**src/rtl/wb_stage.sv**
```systemverilog
// Writeback stage: MEM/WB register with load alignment, stall/flush, retire count; HI/LO commit when WB_HILO_EN is defined.
// Latency 1 cycle; stall_mem&stall_wb holds the stage, stall_mem alone or flush loads a bubble.
module wb_stage #(
  parameter int unsigned DATA_W = 32,
  parameter int unsigned ADDR_W = 5,
  parameter int unsigned CNT_W  = 32
) (
  input  logic              clk,
  input  logic              rst,
  input  logic              stall_mem,
  input  logic              stall_wb,
  input  logic              flush,
  input  logic              mem_valid,
  input  logic              mem_wreg,
  input  logic [ADDR_W-1:0] mem_waddr,
  input  logic [DATA_W-1:0] mem_wdata,
  input  logic [2:0]        mem_load_op,
  input  logic [1:0]        mem_byte_off,
  output logic              wb_we,
  output logic [ADDR_W-1:0] wb_waddr,
  output logic [DATA_W-1:0] wb_wdata,
  output logic              wb_valid,
  output logic              wb_misalign,
  output logic [CNT_W-1:0]  wb_retired
`ifdef WB_HILO_EN
  ,
  input  logic              mem_whilo,
  input  logic [DATA_W-1:0] mem_hi,
  input  logic [DATA_W-1:0] mem_lo,
  output logic [DATA_W-1:0] hi_o,
  output logic [DATA_W-1:0] lo_o
`endif
);

  localparam logic [2:0] LD_LB  = 3'd1;
  localparam logic [2:0] LD_LBU = 3'd2;
  localparam logic [2:0] LD_LH  = 3'd3;
  localparam logic [2:0] LD_LHU = 3'd4;
  localparam logic [2:0] LD_LW  = 3'd5;

  logic [7:0]        ld_byte;
  logic [15:0]       ld_half;
  logic              ld_misalign;
  logic [DATA_W-1:0] ld_data;
  logic              bubble;
  logic              hold;

  // Big-endian lane select, resolved before the register so wb_* stay pure flops.
  always_comb begin
    ld_byte     = mem_wdata[7:0];
    ld_half     = mem_byte_off[1] ? mem_wdata[15:0] : mem_wdata[31:16];
    ld_misalign = 1'b0;
    ld_data     = mem_wdata;
    case (mem_byte_off)
      2'd0:    ld_byte = mem_wdata[31:24];
      2'd1:    ld_byte = mem_wdata[23:16];
      2'd2:    ld_byte = mem_wdata[15:8];
      default: ld_byte = mem_wdata[7:0];
    endcase
    case (mem_load_op)
      LD_LB:   ld_data = {{(DATA_W-8){ld_byte[7]}}, ld_byte};
      LD_LBU:  ld_data = {{(DATA_W-8){1'b0}}, ld_byte};
      LD_LH: begin
        ld_misalign = mem_byte_off[0];
        ld_data     = {{(DATA_W-16){ld_half[15]}}, ld_half};
      end
      LD_LHU: begin
        ld_misalign = mem_byte_off[0];
        ld_data     = {{(DATA_W-16){1'b0}}, ld_half};
      end
      LD_LW:   ld_misalign = (mem_byte_off != 2'd0);
      default: ld_data = mem_wdata;
    endcase
    if (ld_misalign) ld_data = '0;
  end

  // flush wins over a hold, so it is folded into the bubble term checked first.
  assign bubble = flush | (stall_mem & ~stall_wb);
  assign hold   = stall_mem & stall_wb;

  always_ff @(posedge clk) begin
    if (rst) begin
      wb_we       <= 1'b0;
      wb_waddr    <= '0;
      wb_wdata    <= '0;
      wb_valid    <= 1'b0;
      wb_misalign <= 1'b0;
      wb_retired  <= '0;
    end else if (bubble) begin
      wb_we       <= 1'b0;
      wb_waddr    <= '0;
      wb_wdata    <= '0;
      wb_valid    <= 1'b0;
      wb_misalign <= 1'b0;
    end else if (!hold) begin
      wb_we       <= mem_valid & mem_wreg & (mem_waddr != '0) & ~ld_misalign;
      wb_waddr    <= mem_waddr;
      wb_wdata    <= ld_data;
      wb_valid    <= mem_valid;
      wb_misalign <= mem_valid & ld_misalign;
      if (mem_valid) wb_retired <= wb_retired + CNT_W'(1);
    end
  end

`ifdef WB_HILO_EN
  logic              whilo_q;
  logic [DATA_W-1:0] hi_q;
  logic [DATA_W-1:0] lo_q;

  // Commit reads the held pair, so hi_o/lo_o trail WB capture by one edge.
  always_ff @(posedge clk) begin
    if (rst) begin
      whilo_q <= 1'b0;
      hi_q    <= '0;
      lo_q    <= '0;
      hi_o    <= '0;
      lo_o    <= '0;
    end else begin
      if (whilo_q && wb_valid) begin
        hi_o <= hi_q;
        lo_o <= lo_q;
      end
      if (bubble) begin
        whilo_q <= 1'b0;
        hi_q    <= '0;
        lo_q    <= '0;
      end else if (!hold) begin
        whilo_q <= mem_whilo;
        hi_q    <= mem_hi;
        lo_q    <= mem_lo;
      end
    end
  end
`endif

endmodule
```
**config.mk**
```make
export PLATFORM = sky130hd
export DESIGN_NAME = wb_stage
export DESIGN_NICKNAME = d
export VERILOG_FILES = /design/src/rtl/wb_stage.sv
export SDC_FILE = /design/constraint.sdc
export NUM_CORES = 1
export LEC_CHECK = 0
export BUFFER_PORTS_ARGS = -buffer_cell sky130_fd_sc_hd__buf_2
export CAP_MARGIN = 20
export CORE_MARGIN = 1.5
export CORE_UTILIZATION = 51
export CTS_CLUSTER_SIZE = 28
export DETAILED_ROUTE_END_ITERATION = 6
export PLACE_DENSITY = 0.86
export SYNTH_ARGS = -nofsm -noshare
export SYNTH_HDL_FRONTEND = slang
export SYNTH_SLANG_ARGS = --single-unit
```
**constraint.sdc**
```tcl
create_clock -name clk -period 1.9 [get_ports clk]
set_input_delay 0.095 -clock clk [delete_from_list [all_inputs] [get_ports clk]]
set_output_delay 0.095 -clock clk [all_outputs]
set_load 0.01 [all_outputs]
```
# ---- Yosys cells after proc, flatten, opt, wreduce, memory -nomap -nowiden
# Index checks and enable logic that the tools add are counted.
dict set report word_totals {
  ff_bits 72
  latch_bits 0
  ramBits 0
  rom_bits 0
  inputBits 49
  output_inout_bits 72
  mem_count 0
}
dict set report op_classes {
  addsub 1
  n_mul 0
  div 0
  order_cmp 0
  n_eq_ne 7
  shifts 0
  muxes 5
  bitwise_logic 11
  n_reduce_logical 6
}
# op n
set ops {}
lappend ops {{$pmux 32 s4} 1}
lappend ops {{$add 32x1->32 const B} 1}
lappend ops {{$mux 32} 1}
lappend ops {{$pmux 8 s3} 1}
lappend ops {{$mux 16} 1}
lappend ops {{$and 1x1->1} 6}
lappend ops {{$eq 3x2->1 const B} 2}
lappend ops {{$eq 3x3->1 const B} 2}
lappend ops {{$reduce_bool 5->1} 1}
lappend ops {{$not 1->1} 4}
lappend ops {{$reduce_or 2->1} 2}
lappend ops {{$eq 3x1->1 const B} 1}
lappend ops {{$reduce_and 3->1} 1}
lappend ops {{$eq 2x1->1 const B} 1}
lappend ops {{$eq 2x2->1 const B} 1}
lappend ops {{$logic_not 2->1} 1}
lappend ops {{$pmux 1 s2} 1}
lappend ops {{$reduce_bool 2->1} 1}
lappend ops {{$or 1x1->1} 1}

# ---- Longest topological paths before layout
# Gate-level depths: netlist of the first run.
dict set report depth {
  word_depth 5
  ltp_mapped 7
}

# ---- Least setup slack after synthesis of the first run
# OpenSTA, ideal clock, no wires.
dict set report synth_path {
  path_type {register -> register}
  startpoint {register wb_retired[3]}
  endpoint {register wb_retired[31]}
  arrival_ns 1.768
  required_ns 1.829
  path_slack_ns 0.061
  stages_incl_launch_ff 7
  n_path_buf 1
  period_less_slack_ns 1.839
  path_cell_list {dfxtp_1 -> and4_1 -> buf_4 -> nand4_4 -> or3_1 -> or3_1 -> a21oi_1}
}
dict set report synth_between {
  elab_chain_cells 1
}
# element line_no
set synth_lines {}
lappend synth_lines {{from (decl)} 24} ;# output logic [CNT_W-1:0] wb_retired
lappend synth_lines {{from (signal assigned)} 101} ;# if (mem_valid) wb_retired <= wb_retired + CNT_W'(1);
lappend synth_lines {{$add 32x1->32} 101}
# Every way passes these cells.
# A chain may end at the register's enable or synchronous reset.

# ---- Worst setup path in the final report of the first run
dict set report layout_path {
  startpoint {register wb_retired[1]}
  endpoint {register wb_retired[30]}
}
# The elaborated chain is that of the path after synthesis.

==> summary.txt, run 1 <==
Logic synthesis
  – Post-synth ARST share: 0%
  – Post-synthesis mux area share: ~5.4%
  – Register area share after synthesis: about two fifths
  – Synthesized area: roughly 3700 µm²
  – Post-synthesis xor/xnor area fraction: under 10%
  – EDFF count, synth: 0
  – Synth Net Count: just over 500
  – Adder-Cell Fraction of Synth Area: less than 1%
  – Synth Area in Compound Gates: about a fifth
  – Number of synthesized register bits: 72
  – Combinational family with the most area after synthesis: simple AND/OR/NAND/NOR gates
  – Syn Area/Cell: approximately 8.0 µm²
  – Top FF cell, synth: dfxtp_1
  – Simple-gate share of the synthesized area: around a quarter
  – Cells after synthesis: roughly 470
  – Synth Warn #: 0
  – Yosys cell types: between 40 and 50

GRT
  – Pin count of the biggest net entering global routing: 35
  – First-pass GRT wire length: between 15 and 20 mm
  – Number of global-route vias before repair: ~3700
  – GRT Util Overall: 28.0%
  – Grt total ovfl: 0
  – Initial antenna violation count: 0

Worst setup path
  – Worst EP arrival: between 2 and 2.5 ns
  – Worst reg2reg path endpoint: wb_retired[30]
  – Worst setup endpoint: wb_retired[30]
  – Startpoint types: flip-flop
  – Worst setup startpoint: wb_retired[1]
  – R2r setup slk: 0.11 ns
  – Crit path kind: reg -> reg
  – Worst endpoint required time: ~2.2 ns
  – CP max FO: 4
  – Crit path capture type: flip-flop
  – Cells on worst reg2reg path: 5
  – Worst r2r src: wb_retired[1]

Job
  – Max-cap violation count: 0

Drt
  – Starting DRT DRC Count: 345
  – Antenna Nets Post-Route: 0
  – Drt pass-1 iters: 4
  – Routed wire per std cell: around 16 µm
  – Final WL: around 11 mm
  – DR vias/cell: between 5 and 6
  – DRC Markers: 0
  – Via count: 3990

STA
  – Final worst-path cycle share: a little over nine tenths
  – PnR worst setup slack: about 0.11 ns
  – Slew Limit Fails: 0
  – Fmax: 559 MHz
  – Clock skew: roughly 0.013 ns
  – Hold Slack: approximately 0.012 ns
  – Slew @ Worst Pin: 0.931 ns
  – Post-layout min period: between 1.5 and 2 ns
  – Final setup viols: 0
  – Slew HR: a little under two fifths
  – Fin. Hold Viols: 0

Finish
  – Layout cells sized above 1: 29.3%
  – Area Overhead vs Synth: 27.4%
  – Fin nets: about 650
  – Antenna Cells: 0
  – Commonest non-fill, non-tap cell in the layout: buf_2
  – Fin util: around two thirds
  – Final cell count without fillers: around 700
  – Most frequent cells in the layout: buf_2, dfxtp_1, nor2_1

Power and ir drop
  – P_leak: about 2.1 nW
  – Worst vdd ir: 0.000393 V
  – Power per cell area: ~690 nW/µm²
  – Final Power: 3.26 mW

Clock tree
  – TritonCTS clock tree: done
  – Postcts setup bufs: 0
  – CTS root buf: clkbuf_8
  – H-tree Lvls: 3
  – Sink Count: 72
  – CTS clk-pin slew, worst paths: ~0.09 ns
  – Max Buffers Root-to-Sink: 2
  – Skew-Pair Late Insertion Delay: between 0.3 and 0.4 ns
  – CTS buffer count: 9

Floorplanning
  – Die ar.: between 7000 and 8000 µm²
  – Die X: a little under 90 µm
  – Starting density of the core: between 50% and 60%
  – Die Ht: 88.3 µm
  – Rows: 30
  – Placeable Area: between 6000 and 7000 µm²
  – IO Pins: about 120

Min path
  – Hold Crit Depth: 3
  – HP Class: in -> reg

Placement
  – HPWL after detailed placement: between 8 and 9 mm
  – Pre-CTS setup slack: around 0.13 ns
  – Inst Count DP: ~680
  – Port buffer count: 120
  – GP Congestion: 0.910

Outcome
  – Status: finished clean
## synthesized netlist by cell type, types with 3 or more instances
cell / number / share of area [%]
o21ai_0: 12 / 1.6
o22a_1: 7 / 1.7
o31ai_1: 15 / 3.0
and3_1: 5 / 0.84
xor2_1: 9 / 2.1
nand2b_1: 5 / 0.84
buf_2: 6 / 0.81
nand2_1: 60 / 6.1
dfxtp_1: 72 / 39
o22ai_1: 10 / 1.7
nor4_1: 9 / 1.5
a22o_1: 6 / 1.4
inv_1: 3 / 0.30
or3_1: 8 / 1.3
nor2_1: 70 / 7.1
a21oi_1: 36 / 4.9
mux2_2: 8 / 2.4
buf_1: 3 / 0.30
nand4_1: 7 / 1.2
a221oi_1: 7 / 1.7
clkbuf_1: 16 / 1.6
nand3_1: 14 / 1.9
mux2i_1: 11 / 3.0
o21ai_1: 14 / 1.9
xnor2_1: 16 / 3.8
buf_4: 4 / 0.81
nor3_1: 8 / 1.1
and4_1: 4 / 0.94
## report_power, final
part	internal [mW]	total [mW]	switching [mW]
sequential	1.54	1.56	0.0169
clock	0.620	1.24	0.625
combinational	0.190	0.459	0.269
total	2.35	3.26	0.910
## cells by family (layout without fill, tap and decap cells)
group           after synthesis  in the layout
flops                        72             72
fa+ha+maj                     1              1
xor+xnor                     25             25
buf+inv                      32            167
compound gates              117            117
mux                          19             19
simple gates                200            200
## sequential cells by signal, summed over array words and instances, names as in the netlist
name and cells:
wb_retired 32, wb_wdata 32, wb_waddr 5, wb_misalign 1
wb_valid 1, wb_we 1
## through the flow
step	setup TNS, ns	area [µm²]
after global routing	-0.00607	4730
after CTS	0	4730
after global placement	0	4500
after detailed placement	0	4500
final	0	4730
after floorplan	0	3710
## critical path, cell delays in order, from the launching register on
cell and delay (ns):
dfxtp_1 0.41, ha_1 0.28, nand3_1 0.15, nor3_1 0.33, or3b_1 0.40, a21oi_1 0.15
## how the worst min path moves through the flow
stage,startpoint,to
floorplan,mem_valid,wb_valid
global placement,mem_waddr[4],wb_waddr[4]
detailed placement,mem_waddr[2],wb_waddr[2]
CTS,mem_waddr[3],wb_waddr[3]
global route,mem_waddr[3],wb_waddr[3]
finish,mem_waddr[3],wb_waddr[3]
## final cells by class
type | instances | area, µm²
Clock buffer | 9 | 124
Clock inverter | 7 | 77.6
Fill cell | 611 | 2170
Inverter | 3 | 11.3
Multi-Input combinational cell | 362 | 2140
Sequential cell | 72 | 1440
Tap cell | 96 | 120
Timing Repair Buffer | 148 | 818
## routing by layer
layer	vias up	global-route usage [%]	routed length [µm]
met3	13	7.00	756
met5	-	0	0
met4	0	10.9	132
met2	134	46.7	5300
li1	1936	-	-
met1	1907	34.9	4840
## repair_timing
item | CTS | global route
setup endpoints to repair | 0 | 2
hold endpoints to repair | 3 | 0
gates resized for setup | 0 | 1
hold buffers | 3 | 0
Note: power is estimated with default switching activity, not from simulation.
==> run 2: changes to the inputs <==
- MAX_ROUTING_LAYER: not set -> met4
==> summary.txt, run 2 (same netlist as run 1, synthesis figures left out) <==
Outcome
  – Status: finished clean

Finish
  – Fin util: 68.2% (-0.34 points)
  – Antenna Cells: 0 (unchanged)
  – Final cell count without fillers: 697 (unchanged)
  – Largest registers: wb_retired (32), wb_wdata (32), wb_waddr (5)
  – Area Overhead vs Synth: 26.8%
  – Most frequent cells in the layout: buf_2, nor2_1, dfxtp_1
  – Layout cells sized above 1: 29.8% (+0.50 points)
  – Fin nets: 646 (unchanged)
  – Finished Cell Area: 4710 µm² (-0.50%)
  – Commonest non-fill, non-tap cell in the layout: buf_2

Power and ir drop
  – Seq pwr share: 50.4% (+2.7 points)
  – Combinational power share: 14.7% (+0.6 points)
  – Worst vdd ir: 0.000403 V (+2.4%)
  – Psw: 0.885 mW (-2.8%)
  – P_leak: 2.07 nW (-0.64%)
  – Final Power: 3.09 mW (-5.3%)
  – Switching share of power: 28.7% (+0.73 points)
  – Power per cell area: 656 nW/µm² (-4.8%)
  – Total internal power: 2.20 mW (-6.3%)
  – Clock power frac: 34.9% (-3.3 points)

Worst setup path
  – Crit path depth: 5 (unchanged)
  – Worst endpoint required time: 2.18 ns (about the same)
  – Delay-heaviest family, CP: simple AND/OR/NAND/NOR gates
  – Cells on worst reg2reg path: 5 (unchanged)
  – Startpoint types: flip-flop
  – Worst EP arrival: 2.07 ns (about the same)
  – CP max-delay cell: or3_1
  – Crit path capture type: flip-flop
  – Crit path kind: reg -> reg
  – Worst path max stage delay: 0.41 ns (about the same)
  – Crit path buf inv count: 0 (unchanged)
  – Crit-path cells: and4_2, nand4_4, or3_1, or3_1, a21oi_1
  – CP dominant cell by count: or3_1
  – CP max FO: 5 (+1)

STA
  – Fmax: 559 MHz (about the same)
  – Clock skew: 0.0110 ns (-0.00225 ns)
  – Final worst-path cycle share: 94.2% (about the same)
  – PnR worst setup slack: 0.111 ns (-0.00138 ns)
  – Post-layout min period: 1.79 ns (+0.00138 ns)
  – Slew HR: 40.9% (+3.4 points)
  – Setup TNS: 0 ns (unchanged)
  – Hold Slack: 0.0125 ns (+0.000428 ns)
  – RSZ-0062 raised after global routing: false
  – Final setup viols: 0 (unchanged)
  – Slew Limit Fails: 0 (unchanged)
  – Fin. Hold Viols: 0 (unchanged)
  – Slew @ Worst Pin: 0.880 ns (-0.0513 ns)

Drt
  – DR vias/cell: 5.78 (+0.93%)
  – DRC Markers: 0 (unchanged)
  – Routed wire per std cell: 15.5 µm (-2.1%)
  – Final WL: 10.8 mm (-2.1%)
  – Via count: 4027 (+0.93%)
  – Starting DRT DRC Count: 380 (+10%)
  – Drt pass-1 iters: 5 (+1)
  – Antenna Nets Post-Route: 0 (unchanged)

Clock tree
  – Max Buffers Root-to-Sink: 2 (unchanged)
  – CTS buffer count: 9 (unchanged)
  – H-tree Lvls: 3 (unchanged)
  – CTS root buf: clkbuf_8
  – Skew-Pair Late Insertion Delay: 0.35 ns (about the same)
  – TritonCTS clock tree: done
  – Sink Count: 72 (unchanged)
  – CTS clk-pin slew, worst paths: 0.08 ns (about the same)

Floorplanning
  – Placeable Area: 6910 µm² (unchanged)
  – Die X: 88.3 µm (unchanged)
  – Starting density of the core: 53.8% (unchanged)
  – Rows: 30 (unchanged)
  – Die ar.: 7800 µm² (unchanged)
  – Die Ht: 88.3 µm (unchanged)
  – IO Pins: 121 (unchanged)

GRT
  – Initial antenna violation count: 0 (unchanged)
  – GRT Util Overall: 29.0% (+1.0 points)
  – Grt total ovfl: 0 (unchanged)
  – Pin count of the biggest net entering global routing: 35 (unchanged)
  – Number of global-route vias before repair: 3667 (+0.19%)
  – First-pass GRT wire length: 17.3 mm (+0.85%)

Placement
  – Pre-CTS setup slack: 0.145 ns (+0.0193 ns)
  – Port buffer count: 120 (unchanged)
  – Dpl cell area: 4490 µm² (-0.17%)
  – Inst Count DP: 677 (-0.15%)
  – HPWL after detailed placement: 7.79 mm (-2.9%)
  – GP Congestion: 0.909 (about the same)

Job
  – Max-cap violation count: 0 (unchanged)

Min path
  – Hold Crit Depth: 3 (unchanged)
  – HP Class: in -> reg
==> run 2: changes by cell type in the layout (fill, tap and decap cells not counted) <==
cell / delta
buf_4: -1
and4_4: +2
and4_1: -3
and4_2: +1
dfxtp_1: -2
clkinv_2: +2
nor3_2: -1
clkinvlp_4: +1
dlygate4sd3_1: +1
bufinv_16: -1
inv_6: -2
nor3_1: +1
dfxtp_2: +2
==> run 2: per-layer routing <==
layer | track usage [%] | up-vias | part of all wire, %
li1 | - | 1926 | -
met1 | 36.9 | 1868 | 43
met2 | 44.8 | 203 | 47
met3 | 5.50 | 30 | 8.0
met4 | 13.1 | 0 | 2.5
met5 | - | - | 0
==> run 2: path summary, 6_finish.rpt <==
path            startpoint        endpoint  slack (ns)
max          wb_retired[9]  wb_retired[31]        0.11
max reg2reg  wb_retired[9]  wb_retired[31]        0.11
min           mem_waddr[0]     wb_waddr[0]        0.01
min reg2reg    wb_waddr[2]     wb_waddr[2]        0.45
==> run 2: timing repair <==
| item | CTS | global route |
|---|---|---|
| endpoints found under the setup margin | 0 | 2 |
| endpoints found under the hold margin | 4 | 0 |
| resized for setup | 0 | 7 |
| hold buffers | 4 | 0 |
| setup buffers | 0 | 0 |
==> run 2: cell type report <==
cell class	instances	area (µm²)
inverters	3	11.3
well taps	96	120
flip-flops and latches	72	1440
fillers	617	2200
repair buffers	148	821
multi-input cells	362	2140
clock inverters	7	47.5
clock buffers	9	124
==> run 2: power groups by stage <==
stage / registers, mW / clock network, mW / logic (mW)
3_3_place_gp: 1.59 / 0 / 0.428
5_1_grt: 1.56 / 1.19 / 0.498
2_1_floorplan: 1.61 / 0 / 0.254
3_5_place_dp: 1.59 / 0 / 0.440
4_1_cts: 1.56 / 1.10 / 0.449
6_report: 1.56 / 1.08 / 0.455
==> run 2: worst min-delay path, stage by stage <==
cell and delay, ns:
buf_2 0.11, nand2_1 0.05, a21oi_1 0.06
==> run 3: changes to the inputs <==
- CORE_UTILIZATION: 51 -> 45
- PLACE_DENSITY: 0.86 -> 0.78
==> summary.txt, run 3 (same netlist as run 1, synthesis figures left out) <==
STA
  – PnR worst setup slack: 0.144 ns (+0.0329 ns)
  – Post-layout min period: 1.76 ns (-0.0329 ns)
  – Final worst-path cycle share: 92.4% (-1.7 points)
  – Clock skew: 0.0147 ns (+0.00369 ns)
  – Slew HR: 66.3% (+25 points)
  – Fin. Hold Viols: 0 (unchanged)
  – Slew Limit Fails: 0 (unchanged)
  – RSZ-0062 raised after global routing: false
  – Setup TNS: 0 ns (unchanged)
  – Fmax: 569 MHz (+1.9%)
  – Slew @ Worst Pin: 0.502 ns (-0.378 ns)
  – Final setup viols: 0 (unchanged)

Min path
  – Hold Path End: wb_waddr[2]
  – HP Class: in -> reg
  – Hold Crit Start: mem_waddr[2]
  – Hold Crit Depth: 3 (unchanged)

Floorplanning
  – Die Ht: 93.8 µm (+6.2%)
  – Die ar.: 8810 µm² (+13%)
  – Die X: 93.8 µm (+6.2%)
  – Placeable Area: 7850 µm² (+14%)
  – IO Pins: 121 (unchanged)
  – Rows: 32 (+6.7%)
  – Starting density of the core: 47.3% (-6.4 points)

Drt
  – Starting DRT DRC Count: 237 (-38%)
  – Routed wire per std cell: 15.0 µm (-3.5%)
  – Drt pass-1 iters: 4 (-1)
  – Via count: 3929 (-2.4%)
  – Final WL: 10.5 mm (-2.6%)
  – Antenna Nets Post-Route: 0 (unchanged)
  – DRC Markers: 0 (unchanged)
  – DR vias/cell: 5.59 (-3.3%)

Power and ir drop
  – Power per cell area: 679 nW/µm² (+3.6%)
  – P_leak: 2.09 nW (+0.66%)
  – Worst vdd ir: 0.000360 V (-11%)

Worst setup path
  – Worst EP arrival: 2.04 ns (-0.03 ns)
  – Crit path capture type: flip-flop
  – R2r setup slk: 0.14 ns (+0.03 ns)
  – CP max-delay cell: dfxtp_1
  – Crit path buf inv count: 0 (unchanged)
  – Crit path kind: reg -> reg
  – CP dominant cell by count: or3_1
  – Delay-heaviest family, CP: simple AND/OR/NAND/NOR gates
  – CP max FO: 4 (-1)
  – Cells on worst reg2reg path: 5 (unchanged)
  – Worst endpoint required time: 2.18 ns (about the same)
  – Crit-path cells: and4_1, nand4_2, or3_1, or3_1, a21oi_1
  – Startpoint types: flip-flop
  – Worst r2r src: wb_retired[18]
  – Worst path max stage delay: 0.38 ns (-0.03 ns)
  – Worst reg2reg path endpoint: wb_retired[31]

GRT
  – Grt total ovfl: 0 (unchanged)
  – First-pass GRT wire length: 16.7 mm (-3.2%)
  – Pin count of the biggest net entering global routing: 35 (unchanged)
  – GRT Util Overall: 24.6% (-4.5 points)
  – Initial antenna violation count: 0 (unchanged)
  – Number of global-route vias before repair: 3635 (-0.87%)

Finish
  – Area Overhead vs Synth: 27.3%
  – FILL cells: 711 (+15%)
  – Most frequent cells in the layout: buf_2, dfxtp_1, nor2_1
  – Layout cells sized above 1: 29.0% (-0.83 points)
  – Fin nets: 647 (+0.15%)
  – Largest registers: wb_retired (32), wb_wdata (32), wb_waddr (5)
  – Fin util: 60.2% (-8.0 points)
  – Commonest non-fill, non-tap cell in the layout: buf_2
  – Antenna Cells: 0 (unchanged)

Clock tree
  – H-tree Lvls: 3 (unchanged)
  – Sink Count: 72 (unchanged)
  – CTS buffer count: 9 (unchanged)
  – Max Buffers Root-to-Sink: 2 (unchanged)
  – TritonCTS clock tree: done
  – Postcts setup bufs: 0 (unchanged)
  – Skew-Pair Late Insertion Delay: 0.35 ns (about the same)
  – CTS clk-pin slew, worst paths: 0.08 ns (about the same)
  – CTS Hold Bufs: 2 (-2)
  – CTS root buf: clkbuf_8
  – Post-CTS Resized: 0 (unchanged)

Placement
  – Port buffer count: 120 (unchanged)
  – HPWL after detailed placement: 7.83 mm (+0.50%)
  – Pre-CTS setup slack: 0.0956 ns (-0.0493 ns)
  – GP Congestion: 0.883 (-2.8%)

Outcome
  – Status: finished clean

Job
  – Max-cap violation count: 0 (unchanged)
run 3: worst max-delay path by stage:
stage / start / end / slack, ns / cells past startpoint
6_report: wb_retired[18] / wb_retired[31] / 0.14 / 5
5_1_grt: wb_retired[0] / wb_retired[30] / 0.03 / 5
2_1_floorplan: wb_retired[3] / wb_retired[31] / 0.06 / 6
4_1_cts: wb_retired[9] / wb_retired[16] / 0.15 / 7
3_5_place_dp: mem_byte_off[0] / wb_wdata[19] / 0.1 / 6
3_3_place_gp: stall_mem / wb_retired[30] / 0.14 / 7
run 3: stage by stage:
| stage | total power, mW | instances | hold slack (ns) | cell area (µm²) |
|---|---|---|---|---|
| final | 3.21 | 703 | 0.00517 | 4730 |
| after global routing | 3.34 | 703 | 0.0131 | 4730 |
| after CTS | 3.22 | 703 | 0.000627 | 4730 |
| after detailed placement | 2.03 | 686 | 0.360 | 4520 |
| after global placement | 2.02 | 686 | 0.352 | 4520 |
| after floorplan | 1.86 | 466 | 0.235 | 3710 |
run 3: report_power, final:
group	switching (mW)	internal [mW]	leakage (nW)
Sequential	0.0162	1.54	0.583
Combinational	0.262	0.188	1.41
Clock	0.568	0.635	0.0925
run 3: area by class of cell:
type | instances | area, µm² | share of cell area [%]
repair buffers | 149 | 823 | 17.4
flip-flops and latches | 72 | 1440 | 30.5
clock buffers | 12 | 145 | 3.07
clock inverters | 3 | 42.5 | 0.900
well taps | 102 | 128 | 2.70
multi-input cells | 362 | 2130 | 45.2
inverters | 3 | 11.3 | 0.238
run 3: worst reg2reg max path, cell delays in order, from the launching register on:
cell and delay, ns:
dfxtp_1 0.38, and4_1 0.30, nand4_2 0.14, or3_1 0.38, or3_1 0.35, a21oi_1 0.14
run 3: routing by layer:
metal / GRT usage [%] / vias to the layer above / routed length (µm) / part of all wire, %
li1: - / 1928 / - / -
met1: 30.2 / 1820 / 4600 / 44
met2: 38.9 / 156 / 4820 / 46
met3: 6.07 / 25 / 849 / 8.1
met4: 9.33 / 0 / 244 / 2.3
met5: - / - / 0 / 0
